[src/rtl/riscv_next_pkg.sv]
// Shared definitions for the jump-prediction front end: RAS defaults and
// the per-cycle stack operation decoded from the ID-stage call/return flags.
package riscv_next_pkg;

    localparam int unsigned RAS_DEPTH_DEFAULT      = 8;
    localparam int unsigned RAS_ADDR_WIDTH_DEFAULT = 64;

    // Encoding matches the {push, pop} bit pair so decode is a plain cast.
    typedef enum logic [1:0] {
        RAS_NONE = 2'b00,
        RAS_POP  = 2'b01,
        RAS_PUSH = 2'b10,
        RAS_SWAP = 2'b11
    } ras_op_e;

    function automatic ras_op_e ras_decode(input logic push, input logic pop);
        return ras_op_e'({push, pop});
    endfunction

endpackage : riscv_next_pkg

[src/rtl/riscv_next_return_stack_if.sv]
// ID-stage <-> return-address-stack signal bundle. The ID stage is the master
// (drives call/return/flush), the RAS is the slave (returns the predicted target).
interface riscv_next_return_stack_if #(
    parameter int unsigned ADDR_WIDTH = riscv_next_pkg::RAS_ADDR_WIDTH_DEFAULT,
    parameter int unsigned DEPTH      = riscv_next_pkg::RAS_DEPTH_DEFAULT
);
    localparam int unsigned PTR_WIDTH = $clog2(DEPTH);

    logic                   i_push;
    logic [ADDR_WIDTH-1:0]  i_push_addr;
    logic                   i_pop;
    logic                   i_flush;
    logic                   o_top_valid;
    logic [ADDR_WIDTH-1:0]  o_top_addr;
    logic [PTR_WIDTH:0]     o_count;
    logic                   o_overflow;

    modport master (
        output i_push,
        output i_push_addr,
        output i_pop,
        output i_flush,
        input  o_top_valid,
        input  o_top_addr,
        input  o_count,
        input  o_overflow
    );

    modport slave (
        input  i_push,
        input  i_push_addr,
        input  i_pop,
        input  i_flush,
        output o_top_valid,
        output o_top_addr,
        output o_count,
        output o_overflow
    );

endinterface : riscv_next_return_stack_if

[src/rtl/riscv_next_return_stack.sv]
// Speculative circular return-address stack: pushes call link addresses,
// pops on returns, and presents the predicted return target with zero latency.
module riscv_next_return_stack
    import riscv_next_pkg::*;
#(
    parameter int unsigned ADDR_WIDTH = RAS_ADDR_WIDTH_DEFAULT,
    parameter int unsigned DEPTH      = RAS_DEPTH_DEFAULT
) (
    input  logic                      clk,
    input  logic                      reset,
    input  logic                      enable,
    riscv_next_return_stack_if.slave  ras
);

    localparam int unsigned PTR_WIDTH = $clog2(DEPTH);

    localparam logic [PTR_WIDTH:0]   CNT_FULL = (PTR_WIDTH+1)'(DEPTH);
    localparam logic [PTR_WIDTH:0]   CNT_ONE  = (PTR_WIDTH+1)'(1);
    localparam logic [PTR_WIDTH-1:0] PTR_ONE  = PTR_WIDTH'(1);

    logic [ADDR_WIDTH-1:0] mem_q [DEPTH];
    logic [PTR_WIDTH-1:0]  tos_q,      tos_d;
    logic [PTR_WIDTH:0]    count_q,    count_d;
    logic                  overflow_q, overflow_d;

    logic                  wr_en;
    logic [PTR_WIDTH-1:0]  wr_idx;
    logic [ADDR_WIDTH-1:0] wr_data;

    ras_op_e               op;
    logic                  empty;
    logic                  full;
    logic [PTR_WIDTH-1:0]  tos_inc;
    logic [PTR_WIDTH-1:0]  tos_dec;

    assign op      = ras_decode(ras.i_push, ras.i_pop);
    assign empty   = (count_q == '0);
    assign full    = (count_q == CNT_FULL);
    // Pointer width equals log2(DEPTH), so natural wrap gives modulo-DEPTH.
    assign tos_inc = tos_q + PTR_ONE;
    assign tos_dec = tos_q - PTR_ONE;

    always_comb begin
        tos_d      = tos_q;
        count_d    = count_q;
        overflow_d = overflow_q;
        wr_en      = 1'b0;
        wr_idx     = tos_inc;
        wr_data    = ras.i_push_addr;

        if (enable) begin
            overflow_d = 1'b0;
            if (ras.i_flush) begin
                count_d = '0;
            end else begin
                unique case (op)
                    RAS_PUSH: begin
                        tos_d = tos_inc;
                        wr_en = 1'b1;
                        if (full) begin
                            overflow_d = 1'b1;
                        end else begin
                            count_d = count_q + CNT_ONE;
                        end
                    end
                    RAS_POP: begin
                        if (!empty) begin
                            tos_d   = tos_dec;
                            count_d = count_q - CNT_ONE;
                        end
                    end
                    RAS_SWAP: begin
                        wr_en = 1'b1;
                        // An empty stack has no top to consume: degrade to a push.
                        if (empty) begin
                            tos_d   = tos_inc;
                            count_d = CNT_ONE;
                        end else begin
                            wr_idx = tos_q;
                        end
                    end
                    default: begin
                    end
                endcase
            end
        end
    end

    always_ff @(posedge clk) begin
        if (reset) begin
            tos_q      <= '0;
            count_q    <= '0;
            overflow_q <= 1'b0;
        end else begin
            tos_q      <= tos_d;
            count_q    <= count_d;
            overflow_q <= overflow_d;
        end
    end

    always_ff @(posedge clk) begin
        if (!reset && wr_en) begin
            mem_q[wr_idx] <= wr_data;
        end
    end

    assign ras.o_top_valid = !empty;
    assign ras.o_top_addr  = empty ? '0 : mem_q[tos_q];
    assign ras.o_count     = count_q;
    assign ras.o_overflow  = overflow_q;

endmodule : riscv_next_return_stack

[src/flat_wrapper.sv]
// flat-port wrapper written by rule: the top's interface ports become plain ports
module riscv_next_return_stack_flat import riscv_next_pkg::*;
#(
    parameter int unsigned ADDR_WIDTH = RAS_ADDR_WIDTH_DEFAULT,
    parameter int unsigned DEPTH      = RAS_DEPTH_DEFAULT
)
  (clk, reset, enable, ras_i_push, ras_i_push_addr, ras_i_pop, ras_i_flush, ras_o_top_valid, ras_o_top_addr, ras_o_count, ras_o_overflow);
  riscv_next_return_stack_if #(.ADDR_WIDTH(ADDR_WIDTH), .DEPTH(DEPTH)) ras_i ();
  input  logic clk;
  input  logic reset;
  input  logic enable;
  input wire logic [$bits(ras_i.i_push)-1:0] ras_i_push;
  input wire logic [$bits(ras_i.i_push_addr)-1:0] ras_i_push_addr;
  input wire logic [$bits(ras_i.i_pop)-1:0] ras_i_pop;
  input wire logic [$bits(ras_i.i_flush)-1:0] ras_i_flush;
  output wire logic [$bits(ras_i.o_top_valid)-1:0] ras_o_top_valid;
  output wire logic [$bits(ras_i.o_top_addr)-1:0] ras_o_top_addr;
  output wire logic [$bits(ras_i.o_count)-1:0] ras_o_count;
  output wire logic [$bits(ras_i.o_overflow)-1:0] ras_o_overflow;
  assign ras_i.i_push = ras_i_push;
  assign ras_i.i_push_addr = ras_i_push_addr;
  assign ras_i.i_pop = ras_i_pop;
  assign ras_i.i_flush = ras_i_flush;
  assign ras_o_top_valid = ras_i.o_top_valid;
  assign ras_o_top_addr = ras_i.o_top_addr;
  assign ras_o_count = ras_i.o_count;
  assign ras_o_overflow = ras_i.o_overflow;
  riscv_next_return_stack #(.ADDR_WIDTH(ADDR_WIDTH), .DEPTH(DEPTH)) u_core (.clk(clk), .reset(reset), .enable(enable), .ras(ras_i));
endmodule
[config.mk]
export PLATFORM = sky130hd
export DESIGN_NAME = riscv_next_return_stack_flat
export DESIGN_NICKNAME = d
export VERILOG_FILES = /design/src/rtl/riscv_next_pkg.sv /design/src/rtl/riscv_next_return_stack_if.sv /design/src/rtl/riscv_next_return_stack.sv /design/src/flat_wrapper.sv
export SDC_FILE = /design/constraint.sdc
export NUM_CORES = 1
export LEC_CHECK = 0
export CORE_MARGIN = 5
export CORE_UTILIZATION = 57
export CTS_CLUSTER_DIAMETER = 40
export DETAILED_ROUTE_END_ITERATION = 6
export PLACE_DENSITY_LB_ADDON = 0.15
export SYNTH_ARGS = -nofsm -noshare
export SYNTH_HDL_FRONTEND = slang
export SYNTH_SLANG_ARGS = --single-unit
[constraint.sdc]
create_clock -name clk -period 6.89 [get_ports clk]
set_clock_uncertainty 0.2 [all_clocks]
set_input_delay 1.378 -clock clk [delete_from_list [all_inputs] [get_ports clk]]
set_output_delay 1.378 -clock clk [all_outputs]
set_load 0.02 [all_outputs]
==> load_flow_metrics.sql <==
INSERT INTO impl_metrics (metric_group, metric, value, unit) VALUES
('run_status', 'outcome', 'complete, no violations', ''),
('place', 'io_buffers', '139', ''),
('clocking', 'post_cts_hold_buffer_count', '0', ''),
('synth', 'synth_seq_area_share', '0.773', ''),
('final_layout', 'mostFrequentLayoutCells', 'sky130_fd_sc_hd__edfxtp_1 (512), sky130_fd_sc_hd__clkdlybuf4s50_1 (139), sky130_fd_sc_hd__mux4_2 (128)', ''),
('synth', 'netlist-cell-type-count', '43', ''),
('global_route', 'grt_use_total', '0.196', ''),
('clocking', 'post_cts_resized', '0', ''),
('power', 'power.ir.vdd_worst', '0.000235', 'V'),
('clocking', 'cts_max_path_bufs', '3', ''),
('detailed_routing', 'finalWirelength', '38.0', 'mm'),
('detailed_routing', 'drc', '0', ''),
('power', 'power_spent_charging_and_discharging_nets', '1590', 'uW'),
('synth', 'synthesis.instances', '909', ''),
('die', 'initial_core_utilization', '0.581', ''),
('min_path', 'hp-start', 'u_core.ras.o_overflow', ''),
('worst_setup_path', 'reg2reg_from', 'u_core.ras.o_count[1]', ''),
('synth', 'synth_top_flop_cell', 'sky130_fd_sc_hd__edfxtp_1', ''),
('clocking', 'cts.sinks', '523', ''),
('clocking', 'cts.reportedPaths.clkPinSlew', '0.05', 'ns'),
('sta', 'sum_of_negative_setup_slack', '0', 'ns'),
('sta', 'period_utilization_post_route', '0.729', ''),
('power', 'pwr-share-comb', '0.099', ''),
('detailed_routing', 'route.antenna.remaining_nets', '0', ''),
('place', 'hpwl', '20.6', 'mm'),
('power', 'pwr_density_cell', '302', 'nW/um^2'),
('sta', 'max_freq', '199', 'MHz'),
('power', 'p_sw_frac', '0.221', ''),
('global_route', 'grt_pass1_wl', '58.5', 'mm'),
('sta', 'slew_violations', '0', ''),
('synth', 'synth-seq-cells', '523', ''),
('die', 'rows', '68', ''),
('final_layout', 'most_common_cell_after_layout_fill_and_taps_aside', 'sky130_fd_sc_hd__edfxtp_1', ''),
('synth', 'synth.net_count', '983', ''),
('clocking', 'cts_setup_buffers', '0', ''),
('clocking', 'numCtsBuffers', '57', ''),
('place', 'detailedPlace.worstSlack', '2.19', 'ns'),
('sta', 'fin_crit', '5.03', 'ns'),
('die', 'top_level_ports', '140', ''),
('sta', 'rsz0062_at_grt', 'no', ''),
('power', 'clkPwrFrac', '0.407', ''),
('detailed_routing', 'viasPerCell', '5.89', ''),
('place', 'place_congestion', '0.766', ''),
('synth', 'synth_warnings', '0', ''),
('clocking', 'cts.htree.levels', '2', ''),
('global_route', 'grt_antenna_before_repair', '2', ''),
('clocking', 'tritoncts', 'yes', ''),
('final_layout', 'flow.area_growth_from_synthesis', '18.7', '%'),
('min_path', 'worst_hold_path_type', 'flop to flop', ''),
('sta', 'layout_setup_ws', '1.86', 'ns'),
('synth', 'synth_edf_count', '512', ''),
('final_layout', 'nets', '1151', ''),
('final_layout', 'ratio_of_cells_with_drive_above_1_in_the_final_layout', '0.218', ''),
('worst_setup_path', 'worst-path-max-fanout', '42', ''),
('sta', 'total_count_of_hold_check_failures_in_the_final_report', '0', ''),
('die', 'placeableCoreArea', '34700', 'sq um'),
('global_route', 'grt_start_max_net_pins', '67', ''),
('die', 'die_w', '198', 'microns'),
('sta', 'tightest_slew', '1.14', 'ns'),
('synth', 'synth_async_sr_flop_share', '0', ''),
('power', 'power.sequential.fraction', '0.494', ''),
('worst_setup_path', 'setup.worst_path.class', 'flop to primary output', ''),
('detailed_routing', 'detail_route.wl_per_cell', '24.1', 'microns'),
('die', 'dieArea', '39200', 'sq um'),
('die', 'dieHeight', '198', 'microns'),
('sta', 'setup_viol', '0', ''),
('run', 'cap_violations', '0', ''),
('synth', 'post_synth.cell_area_avg', '22.2', 'sq um'),
('worst_setup_path', 'setup.reg_to_reg.worst_slack', '3.22', 'ns'),
('worst_setup_path', 'timing.critical_path.arrival', '3.45', 'ns'),
('clocking', 'clock_tree.root_cell', 'sky130_fd_sc_hd__clkbuf_16', '');
metal layers:
layer	global-route usage	routed length, microns	vias to the layer above
met5	0	34	-
li1	-	-	4129
met3	0.0366	2000	52
met2	0.335	19800	232
met1	0.270	15600	4861
met4	0.0439	619	4
worst paths after layout:
kind	end	cells after the start
setup / recovery	ras_o_top_addr[22]	5
hold / removal	u_core.ras.o_overflow	2
setup reg to reg	u_core.mem_q[7][24]	4
hold reg to reg	u_core.ras.o_overflow	2
worst max-delay path, cell delays in order (launching register included):
cell,delay (ns)
sky130_fd_sc_hd__dfxtp_4,0.90
sky130_fd_sc_hd__buf_4,0.48
sky130_fd_sc_hd__mux4_2,0.56
sky130_fd_sc_hd__mux2i_1,0.16
sky130_fd_sc_hd__nor2_1,0.13
sky130_fd_sc_hd__clkdlybuf4s50_1,0.62
cells in the mapped netlist (2+ instances only):
| master | number | area (sq um) |
|---|---|---|
| sky130_fd_sc_hd__ha_1 | 4 | 50.1 |
| sky130_fd_sc_hd__o21ai_0 | 4 | 20.0 |
| sky130_fd_sc_hd__nand3b_1 | 3 | 22.5 |
| sky130_fd_sc_hd__a21oi_1 | 7 | 35.0 |
| sky130_fd_sc_hd__buf_2 | 21 | 105 |
| sky130_fd_sc_hd__a31oi_1 | 3 | 18.8 |
| sky130_fd_sc_hd__or3_1 | 3 | 18.8 |
| sky130_fd_sc_hd__mux2i_1 | 64 | 641 |
| sky130_fd_sc_hd__inv_1 | 4 | 15.0 |
| sky130_fd_sc_hd__mux4_2 | 128 | 2880 |
| sky130_fd_sc_hd__dfxtp_1 | 11 | 220 |
| sky130_fd_sc_hd__edfxtp_1 | 512 | 15400 |
| sky130_fd_sc_hd__nand2b_1 | 4 | 25.0 |
| sky130_fd_sc_hd__nor3_1 | 3 | 15.0 |
| sky130_fd_sc_hd__nor2_1 | 72 | 270 |
| sky130_fd_sc_hd__clkbuf_1 | 14 | 52.6 |
| sky130_fd_sc_hd__nand3_1 | 4 | 20.0 |
| sky130_fd_sc_hd__buf_4 | 2 | 15.0 |
| sky130_fd_sc_hd__a22o_1 | 2 | 17.5 |
| sky130_fd_sc_hd__nor2b_1 | 2 | 12.5 |
| sky130_fd_sc_hd__buf_1 | 8 | 30.0 |
| sky130_fd_sc_hd__and2_1 | 5 | 31.3 |
| sky130_fd_sc_hd__buf_6 | 2 | 22.5 |
| sky130_fd_sc_hd__xnor2_1 | 3 | 26.3 |
| sky130_fd_sc_hd__nor3b_1 | 3 | 22.5 |
| sky130_fd_sc_hd__xor2_1 | 4 | 35.0 |
state kept, by name, summed over array words and instances, names as in the netlist, named ones only:
name                   count
u_core.mem_q             512
u_core.ras.o_count         4
u_core.tos_q               3
u_core.ras.o_overflow      1
per-stage QoR:
step                utilization  cells  cell area, sq um  total power [uW]  hold slack [ns]
global route              0.689   1576             23900              7470            0.346
detailed placement        0.637   1473             22100              4360            0.286
finish                    0.689   1576             23900              7220            0.294
CTS                       0.689   1576             23900              7290            0.301
floorplan                     -    909             20200              4030            0.336
global placement          0.637   1473             22100              4350            0.290
power by group through the flow:
stage	sequential, uW	clock, uW	combinational (uW)
floorplan	3600	0	433
global placement	3630	0	714
detailed placement	3630	0	721
CTS	3570	3000	725
global route	3570	3140	763
finish	3570	2940	712
layout make-up:
cell class / count / area, sq um
flip-flops and latches: 523 / 15600
repair buffers: 156 / 1530
clock inverters: 30 / 334
inverters: 4 / 15.0
clock buffers: 73 / 1500
well taps: 455 / 569
multi-input cells: 335 / 4380
fillers: 2193 / 10800
cell families (layout without fill, tap and decap cells):
| logic type | count (synthesis) | in the layout | share of synthesized area |
|---|---|---|---|
| buffers and inverters | 51 | 263 | 0.0119 |
| muxes | 193 | 193 | 0.175 |
| adders and majority gates | 4 | 4 | 0.00248 |
| AOI/OAI and AO/OA | 27 | 27 | 0.0103 |
| and+or+nand+nor | 104 | 104 | 0.0237 |
| DFF | 523 | 523 | 0.773 |
| xor gates and xnor gates | 7 | 7 | 0.00304 |
No activity file was read; power rests on OpenSTA's default activity.
